[src/rtl/rbzero_spi_pkg.sv]
// rtl/rbzero_spi_pkg.sv - shared constants and state encoding for the rbzero SPI sequencer
package rbzero_spi_pkg;

    localparam logic TGT_VEC = 1'b0;
    localparam logic TGT_REG = 1'b1;

    typedef enum logic [2:0] {
        ST_IDLE     = 3'd0,
        ST_WAIT_VB  = 3'd1,
        ST_SHIFT_LO = 3'd2,
        ST_SHIFT_HI = 3'd3,
        ST_HOLD     = 3'd4,
        ST_GAP      = 3'd5
    } state_t;

endpackage

[src/rtl/spi_half_tick.sv]
// rtl/spi_half_tick.sv - H-cycle divider emitting a one-cycle tick at the end of each half-period
module spi_half_tick #(
    parameter int CLK_DIV = 2,
    parameter int CNT_W   = $clog2(CLK_DIV + 1)
) (
    input  logic clk,
    input  logic reset,
    input  logic i_clr,
    output logic o_tick
);

    localparam logic [CNT_W-1:0] LAST = CNT_W'(CLK_DIV - 1);

    logic [CNT_W-1:0] r_cnt;

    always_ff @(posedge clk) begin
        if (reset || i_clr || (r_cnt == LAST)) begin
            r_cnt <= '0;
        end else begin
            r_cnt <= r_cnt + 1'b1;
        end
    end

    assign o_tick = (r_cnt == LAST);

endmodule

[src/rtl/la_spi_sequencer.sv]
// rtl/la_spi_sequencer.sv - parallel-to-SPI master feeding rbzero's vec and reg slave ports
module la_spi_sequencer
    import rbzero_spi_pkg::*;
#(
    parameter int MAX_BITS = 64,
    parameter int LEN_W    = 7,
    parameter int CLK_DIV  = 2
) (
    input  logic                clk,
    input  logic                reset,
    input  logic                i_req,
    input  logic                i_target,
    input  logic [LEN_W-1:0]    i_len,
    input  logic [MAX_BITS-1:0] i_data,
    input  logic                i_sync_vblank,
    input  logic                i_vblank,
    output logic                o_ack,
    output logic                o_busy,
    output logic                o_done,
    output logic                o_err,
    output logic                o_vec_csb,
    output logic                o_vec_sclk,
    output logic                o_vec_mosi,
    output logic                o_reg_csb,
    output logic                o_reg_sclk,
    output logic                o_reg_mosi
);

    localparam logic [LEN_W-1:0] MAX_LEN = LEN_W'(MAX_BITS);

    state_t              r_state;
    state_t              w_state_next;
    logic                r_target;
    logic                r_err;
    logic [LEN_W-1:0]    r_bits;
    logic [MAX_BITS-1:0] r_shift;

    logic w_tick;
    logic w_clr;
    logic w_len_ok;
    logic w_capture;
    logic w_active;
    logic w_sclk;
    logic w_mosi;

    assign w_len_ok  = (i_len != '0) && (i_len <= MAX_LEN);
    assign w_capture = (r_state == ST_IDLE) && i_req;
    // Restart the half-period count on every state entry so each phase is exactly H cycles.
    assign w_clr     = (w_state_next != r_state);

    spi_half_tick #(
        .CLK_DIV (CLK_DIV)
    ) u_half_tick (
        .clk    (clk),
        .reset  (reset),
        .i_clr  (w_clr),
        .o_tick (w_tick)
    );

    always_ff @(posedge clk) begin
        if (reset) begin
            r_state  <= ST_IDLE;
            r_target <= TGT_VEC;
            r_err    <= 1'b0;
            r_bits   <= '0;
            r_shift  <= '0;
        end else begin
            r_state <= w_state_next;
            if (w_capture) begin
                r_target <= i_target;
                r_err    <= !w_len_ok;
                r_bits   <= i_len;
                // Left-align so the payload MSB always sits at the shifter's top bit.
                r_shift  <= i_data << (MAX_LEN - i_len);
            end else if ((r_state == ST_SHIFT_HI) && w_tick) begin
                r_bits  <= r_bits - 1'b1;
                r_shift <= {r_shift[MAX_BITS-2:0], 1'b0};
            end
        end
    end

    always_comb begin
        w_state_next = r_state;
        unique case (r_state)
            ST_IDLE: begin
                if (i_req) begin
                    if (!w_len_ok)          w_state_next = ST_GAP;
                    else if (i_sync_vblank) w_state_next = ST_WAIT_VB;
                    else                    w_state_next = ST_SHIFT_LO;
                end
            end
            ST_WAIT_VB:  if (i_vblank) w_state_next = ST_SHIFT_LO;
            ST_SHIFT_LO: if (w_tick)   w_state_next = ST_SHIFT_HI;
            ST_SHIFT_HI: begin
                if (w_tick) w_state_next = (r_bits == LEN_W'(1)) ? ST_HOLD : ST_SHIFT_LO;
            end
            ST_HOLD:     if (w_tick)   w_state_next = ST_GAP;
            ST_GAP:      if (w_tick)   w_state_next = ST_IDLE;
            default:     w_state_next = ST_IDLE;
        endcase
    end

    always_comb begin
        o_ack      = w_capture;
        o_busy     = (r_state != ST_IDLE);
        o_done     = (r_state == ST_GAP) && w_tick;
        o_err      = (r_state == ST_GAP) && w_tick && r_err;
        w_active   = (r_state == ST_SHIFT_LO) || (r_state == ST_SHIFT_HI) || (r_state == ST_HOLD);
        w_sclk     = (r_state == ST_SHIFT_HI);
        w_mosi     = ((r_state == ST_SHIFT_LO) || (r_state == ST_SHIFT_HI)) && r_shift[MAX_BITS-1];
        o_vec_csb  = 1'b1;
        o_vec_sclk = 1'b0;
        o_vec_mosi = 1'b0;
        o_reg_csb  = 1'b1;
        o_reg_sclk = 1'b0;
        o_reg_mosi = 1'b0;
        if (w_active) begin
            if (r_target == TGT_REG) begin
                o_reg_csb  = 1'b0;
                o_reg_sclk = w_sclk;
                o_reg_mosi = w_mosi;
            end else begin
                o_vec_csb  = 1'b0;
                o_vec_sclk = w_sclk;
                o_vec_mosi = w_mosi;
            end
        end
    end

endmodule

[config.mk]
export PLATFORM = sky130hd
export DESIGN_NAME = la_spi_sequencer
export DESIGN_NICKNAME = d
export VERILOG_FILES = /design/src/rtl/rbzero_spi_pkg.sv /design/src/rtl/spi_half_tick.sv /design/src/rtl/la_spi_sequencer.sv
export SDC_FILE = /design/constraint.sdc
export NUM_CORES = 1
export LEC_CHECK = 0
export CORE_MARGIN = 2
export CORE_UTILIZATION = 40
export DETAILED_ROUTE_END_ITERATION = 10
export DONT_BUFFER_PORTS = 1
export PLACE_DENSITY = 0.61
export SLEW_MARGIN = 40
export SYNTH_ARGS = -nofsm -noshare
export SYNTH_HDL_FRONTEND = slang
export SYNTH_HIERARCHICAL = 1
export SYNTH_SLANG_ARGS = --single-unit
[constraint.sdc]
create_clock -name clk -period 3.06 [get_ports clk]
set_clock_uncertainty 0.15 [all_clocks]
set_input_delay 0.153 -clock clk [delete_from_list [all_inputs] [get_ports clk]]
set_output_delay 0.153 -clock clk [all_outputs]
set_load 0.005 [all_outputs]
; ---- Word-level counts from Yosys, hierarchy flattened
; Index checks and enable logic that the tools add are counted.
[totals]
reg_bits = 78
latchBits = 0
ramBits = 0
romBits = 0
inputBits = 77
out_inout_bits = 10
wordCells = 60
n_memories = 0
[op_classes]
n_addsub = 3
multipliers = 0
n_div = 0
n_lt_le_gt_ge = 1
eq_ne = 8
shifts = 1
muxes = 26
bitwise_logic = 0
reduce_logical = 15
[ops]
columns = op, n
row1 = 2-to-1 mux 64 bit, 2
row2 = left shift 64 x 7 -> 64 bit, 1
row3 = 2-to-1 mux 3 bit, 8
row4 = one-hot mux 3 bit (6 select lines), 1
row5 = 2-to-1 mux 7 bit, 2
row6 = 2-to-1 mux 1 bit, 12
row7 = "equality test 7 x 1 -> 1 bit, second input constant", 1
row8 = "<= comparator 7 bit, second input constant", 1
row9 = nonzero test 7 bit, 1
row10 = "subtractor 7 x 1 -> 7 bit, second input constant", 1
row11 = "subtractor 7 bit, first input constant", 1
row12 = "equality test 3 x 2 -> 1 bit, second input constant", 2
row13 = "equality test 3 bit, second input constant", 2
row14 = logical AND 1 bit, 6
row15 = logical OR 1 bit, 4
row16 = "equality test 3 x 1 -> 1 bit, second input constant", 1
row17 = zero test 3 bit, 1
row18 = != test 3 bit, 1
row19 = nonzero test 3 bit, 1
row20 = "adder 2 x 1 -> 2 bit, second input constant", 1
row21 = "equality test 2 x 1 -> 1 bit, second input constant", 1
row22 = 2-to-1 mux 2 bit, 1
row23 = nonzero test 2 bit, 1
row24 = zero test 1 bit, 1

; ---- Depth between registers and ports, before layout
[depth]
depth_word = 8
mapped_depth = 16
mapped_depth_nobuf = 9

; ---- Cells and area by module
; The synthesis kept the hierarchy.
[by_module_without_submodules]
columns = mod, instances, cells_each, area_each_um2, seq_area_each_um2
row1 = la_spi_sequencer, 1, 996, 8274.2, 1521.5
row2 = spi_half_tick, 1, 6, 81.3, 40.0

; ---- Worst setup path before layout
; OpenSTA, ideal clock, no wires.
[synth_timing]
path_type = in2reg
start = input i_len[0]
end = register r_shift[38]
setup_time_ns = 0.074
arrival_time_ns = 3.054
required_time_ns = 2.836
path_slack_ns = -0.218
path_stages = 14
path_buffers = 7
path_cell_list = buf_6 buf_4 buf_4 buf_4 inv_1 ha_1 buf_2 buf_2 buf_1 mux2_2 mux4_2 nand2_1 o21ai_0 a31oi_1
[synth_between]
elab_chain_cells = 3
[synth_lines]
columns = element, line_no
row1 = start: declaration, la_spi_sequencer.sv:13  ; input logic [LEN_W-1:0] i_len,
row2 = subtractor 7 bit, la_spi_sequencer.sv:74  ; r_shift <= i_data << (MAX_LEN - i_len);
row3 = left shift 64 x 7 -> 64 bit, la_spi_sequencer.sv:74
row4 = 2-to-1 mux 64 bit, la_spi_sequencer.sv:69  ; if (w_capture) begin
row5 = end signal: assignment, la_spi_sequencer.sv:74
row6 = end signal: assignment, la_spi_sequencer.sv:77  ; r_shift <= {r_shift[MAX_BITS-2:0], 1'b0};
row7 = end: declaration, la_spi_sequencer.sv:36  ; logic [MAX_BITS-1:0] r_shift;
; Every way passes these cells.
; A chain may end at the register's enable or synchronous reset.

; ---- Worst setup path in the final report
[layout_timing]
start = register r_state[0]
end = register r_shift[58]
[layout_between]
elab_chain_cells = 3
word_cells_on_any_way = 6
classes_between = 1 x eq/ne / 1 x mux / 4 x reduce/logical
[layout_lines]
columns = element, line_no
row1 = start: declaration, la_spi_sequencer.sv:31  ; state_t r_state;
row2 = start signal: assignment, la_spi_sequencer.sv:68  ; r_state <= w_state_next;
row3 = zero test 3 bit *, la_spi_sequencer.sv:47  ; assign w_capture = (r_state == ST_IDLE) && i_req;
row4 = logical AND 1 bit *, la_spi_sequencer.sv:47
row5 = net o_ack, la_spi_sequencer.sv:17  ; output logic o_ack,
row6 = 2-to-1 mux 64 bit or nonzero test 2 bit (tied branches), n/a
; The timed path passes the listed nets; every way through them passes the cells marked *.

==> impl_metrics.py <==
metrics = {
    "status": {
        "status": "finished, final reports clean",
    },
    "die": {
        "die_h_microns": 149,
        "die_x_microns": 149,
        "fp-row-count": 52,
        "ios": 87,
        "dieArea_sq_um": 22100,
        "core_sq_um": 20400,
        "initial_core_util": 0.410,
    },
    "clock_network": {
        "post_cts_buffers": 0,
        "hold_buffers": 12,
        "clkSinkCount": 78,
        "clockBufferDepth": 2,
        "clk_pin_slew_worst_paths_ns": 0.06,
        "cts_root_buf": "clkbuf_16",
        "tritoncts": "built",
        "clk_latency_ns": 0.34,
        "numCtsBuffers": 9,
        "cts-resized-gates": 0,
        "htreeDepth": 3,
    },
    "global_routing": {
        "use_met3": 0.0525,
        "grt_usage": 0.258,
        "grt_overflow": 0,
        "gr-max-usage-layer": "met2",
        "met2_usage": 0.386,
        "grt_use_met1": 0.371,
        "grt_pass1_wl_mm": 44.7,
        "antenna_found_initial": 0,
        "grt_pass1_vias": 7639,
        "grt_max_degree": 92,
    },
    "job": {
        "maxCapViolations": 0,
    },
    "finish": {
        "final_cells": 1255,
        "final_area_sq_um": 9160,
        "fillers": 2014,
        "n_antenna_cell": 0,
        "final-seq-area_sq_um": 1560,
        "multi_input_area_sq_um": 6320,
        "final_layout_size_suffix_gt1_frac": 0.219,
        "syn_to_final_growth_pct": 9.67,
        "fin_nets": 1061,
    },
    "place": {
        "place_congestion": 0.993,
        "preCtsSetupSlack_ns": 0.256,
        "placed_area_sq_um": 8720,
        "io_buffers": 0,
        "dpl.hpwl_mm": 21.2,
        "dp_cells": 1227,
    },
    "timing": {
        "finalHoldViolations": 0,
        "grt_setup_unrepaired": "no",
        "fmax_ghz": 0.363,
        "setup_violations": 0,
        "slew_headroom": 0.483,
        "fin_ws_ns": 0.302,
        "fin_crit_ns": 2.76,
        "tightest_slew_ns": 0.771,
        "final.period_utilization": 0.901,
        "fin_setup_tns_ns": 0,
        "final_max_slew_viol_count": 0,
    },
    "critical_path": {
        "crit_path_top_delay_cell": "a21oi_1",
        "path_cells": "or3_1 > or2_2 > buf_4 > inv_1 > buf_4 > a21oi_1 > o221ai_1 > nor4_1",
        "cp.arrival_ns": 2.85,
        "critPathBufInv": 3,
        "worstSetupPathType": "flip-flop to flip-flop",
        "cp_common_cell": "buf_4",
        "critPathLaunchType": "flip-flop",
        "critPathCaptureType": "flip-flop",
        "r2r_cells": 8,
        "path_max_fanout": 49,
        "cp.depth": 8,
        "slowest_delay_ns": 0.46,
        "critPathRequiredTime_ns": 3.16,
        "crit_family": "buffers and inverters",
    },
    "synthesis": {
        "yosys-top-cells-count": "120 x nand2_1, 117 x o21ai_0, 84 x a21oi_1",
        "syn_nets": 1083,
        "synth_edf_count": 0,
        "async_flop_share": 0,
        "synth_area_sq_um": 8360,
        "synth_top_area_cell": "dfxtp_1",
        "avgSynthCellArea_sq_um": 8.34,
        "ys.flop_type": "dfxtp_1",
        "synthTopCellsByArea": "dfxtp_1 19%, mux4_2 15%, mux2_2 8.0%",
        "yosysWarnings": 6,
        "netlist_instances": 1002,
        "yosysSeqAreaShare": 0.187,
        "yosysTopAreaCellShare": 0.187,
        "ys_types": 77,
        "yosysMostFrequentCell": "nand2_1",
        "ys_ff_latch": 78,
    },
    "power": {
        "powerDensity_nw_per_um2": 483,
        "p_clk_frac": 0.265,
        "switching_share": 0.379,
        "p_leak_uw": 0.00325,
        "switchingPower_uw": 1680,
        "internal_power_uw": 2750,
        "total_power_uw": 4430,
        "ir_worst_vdd_mv": 0.302,
        "combPwrFrac": 0.445,
        "p_seq_frac": 0.289,
    },
    "routing": {
        "drtIter0Drc": 848,
        "wl_per_cell_microns": 22.8,
        "drcViolationCount": 0,
        "drt-total-wl_mm": 28.7,
        "vias": 8183,
        "antenna_left": 0,
        "dr.pass1.iters": 5,
        "post_drt_via_cell_ratio": 6.52,
    },
    "min_path": {
        "whs_path_depth": 3,
        "hold_class": "input pin to flip-flop",
    },
}
==> metrics by stage <==
step                      hold slack, ns   util
final                             0.0367  0.450
after global routing              0.0856  0.450
after CTS                         0.0294  0.450
after detailed placement          0.0799  0.428
after global placement            0.0779  0.428
after floorplan                   0.0764      -
==> worst register-to-register path: stages (launching register included) <==
cell and delay (ns):
dfxtp_1 0.33, or3_1 0.15, or2_2 0.16, buf_4 0.42, inv_1 0.31, buf_4 0.24
a21oi_1 0.47, o221ai_1 0.25, nor4_1 0.20
==> per-layer routing <==
layer | vias to the layer above | share of wire
met5 | - | 0
met4 | 0 | 0.032
met3 | 66 | 0.095
met2 | 450 | 0.44
met1 | 3921 | 0.44
li1 | 3746 | -
==> registers in the layout, summed over array words and instances, names as in the netlist <==
name / flops
r_state: 3
r_err: 1
r_target: 1
u_half_tick/r_cnt: 2
r_bits: 7
r_shift: 64
==> power by group through the flow <==
stage / clock network, uW / logic, uW / registers, uW
3_3_place_gp: 0 / 1890 / 1290
4_1_cts: 1180 / 1930 / 1280
2_1_floorplan: 0 / 1420 / 1270
6_report: 1170 / 1970 / 1280
3_5_place_dp: 0 / 1900 / 1300
5_1_grt: 1220 / 2120 / 1300
==> layout by cell type, fill, tap and decap left out, types with 6 or more instances in the layout <==
cell           instances
a211oi_1              15
a21oi_1               83
clkbuf_16              9
nand4_1                8
o211ai_1              18
mux4_2                55
a31oi_1               20
and3_1                12
o21ai_0              117
mux2_2                59
and2_1                 6
mux2i_1               66
or2_2                  9
nor2_1                61
nand3_1               27
inv_1                 10
dlygate4sd3_1         11
buf_12                 7
o21ai_1                6
a21o_1                 7
buf_4                 43
dfxtp_1               78
nand2_1              120
nor3_1                16
==> cells by family (layout without fill, tap and decap cells) <==
| kind of cell | after synthesis | count (layout) | synth area share |
|---|---|---|---|
| buffers and inverters | 106 | 89 | 0.0662 |
| muxes | 185 | 185 | 0.323 |
| DFF | 78 | 78 | 0.187 |
| AOI/OAI and AO/OA | 321 | 321 | 0.235 |
| and+or+nand+nor | 297 | 297 | 0.171 |
| xor gates and xnor gates | 11 | 11 | 0.0124 |
| adders and majority gates | 4 | 4 | 0.00599 |
==> worst paths after layout <==
kind | start | endpoint | slack, ns
setup reg to reg | r_state[0] | r_shift[58] | 0.30
hold / removal | reset | r_state[1] | 0.04
setup / recovery | r_state[0] | r_shift[58] | 0.30
hold reg to reg | u_half_tick/r_cnt[0] | u_half_tick/r_cnt[0] | 0.29
==> final cells by class <==
cell class / instances / share of cell area
Clock buffer: 11 / 0.0265
Timing Repair Buffer: 62 / 0.0631
Inverter: 11 / 0.00451
Clock inverter: 5 / 0.00887
Sequential cell: 78 / 0.170
Multi-Input combinational cell: 818 / 0.690
Tap cell: 270 / 0.0369
Power figures use the tool's default switching activity.
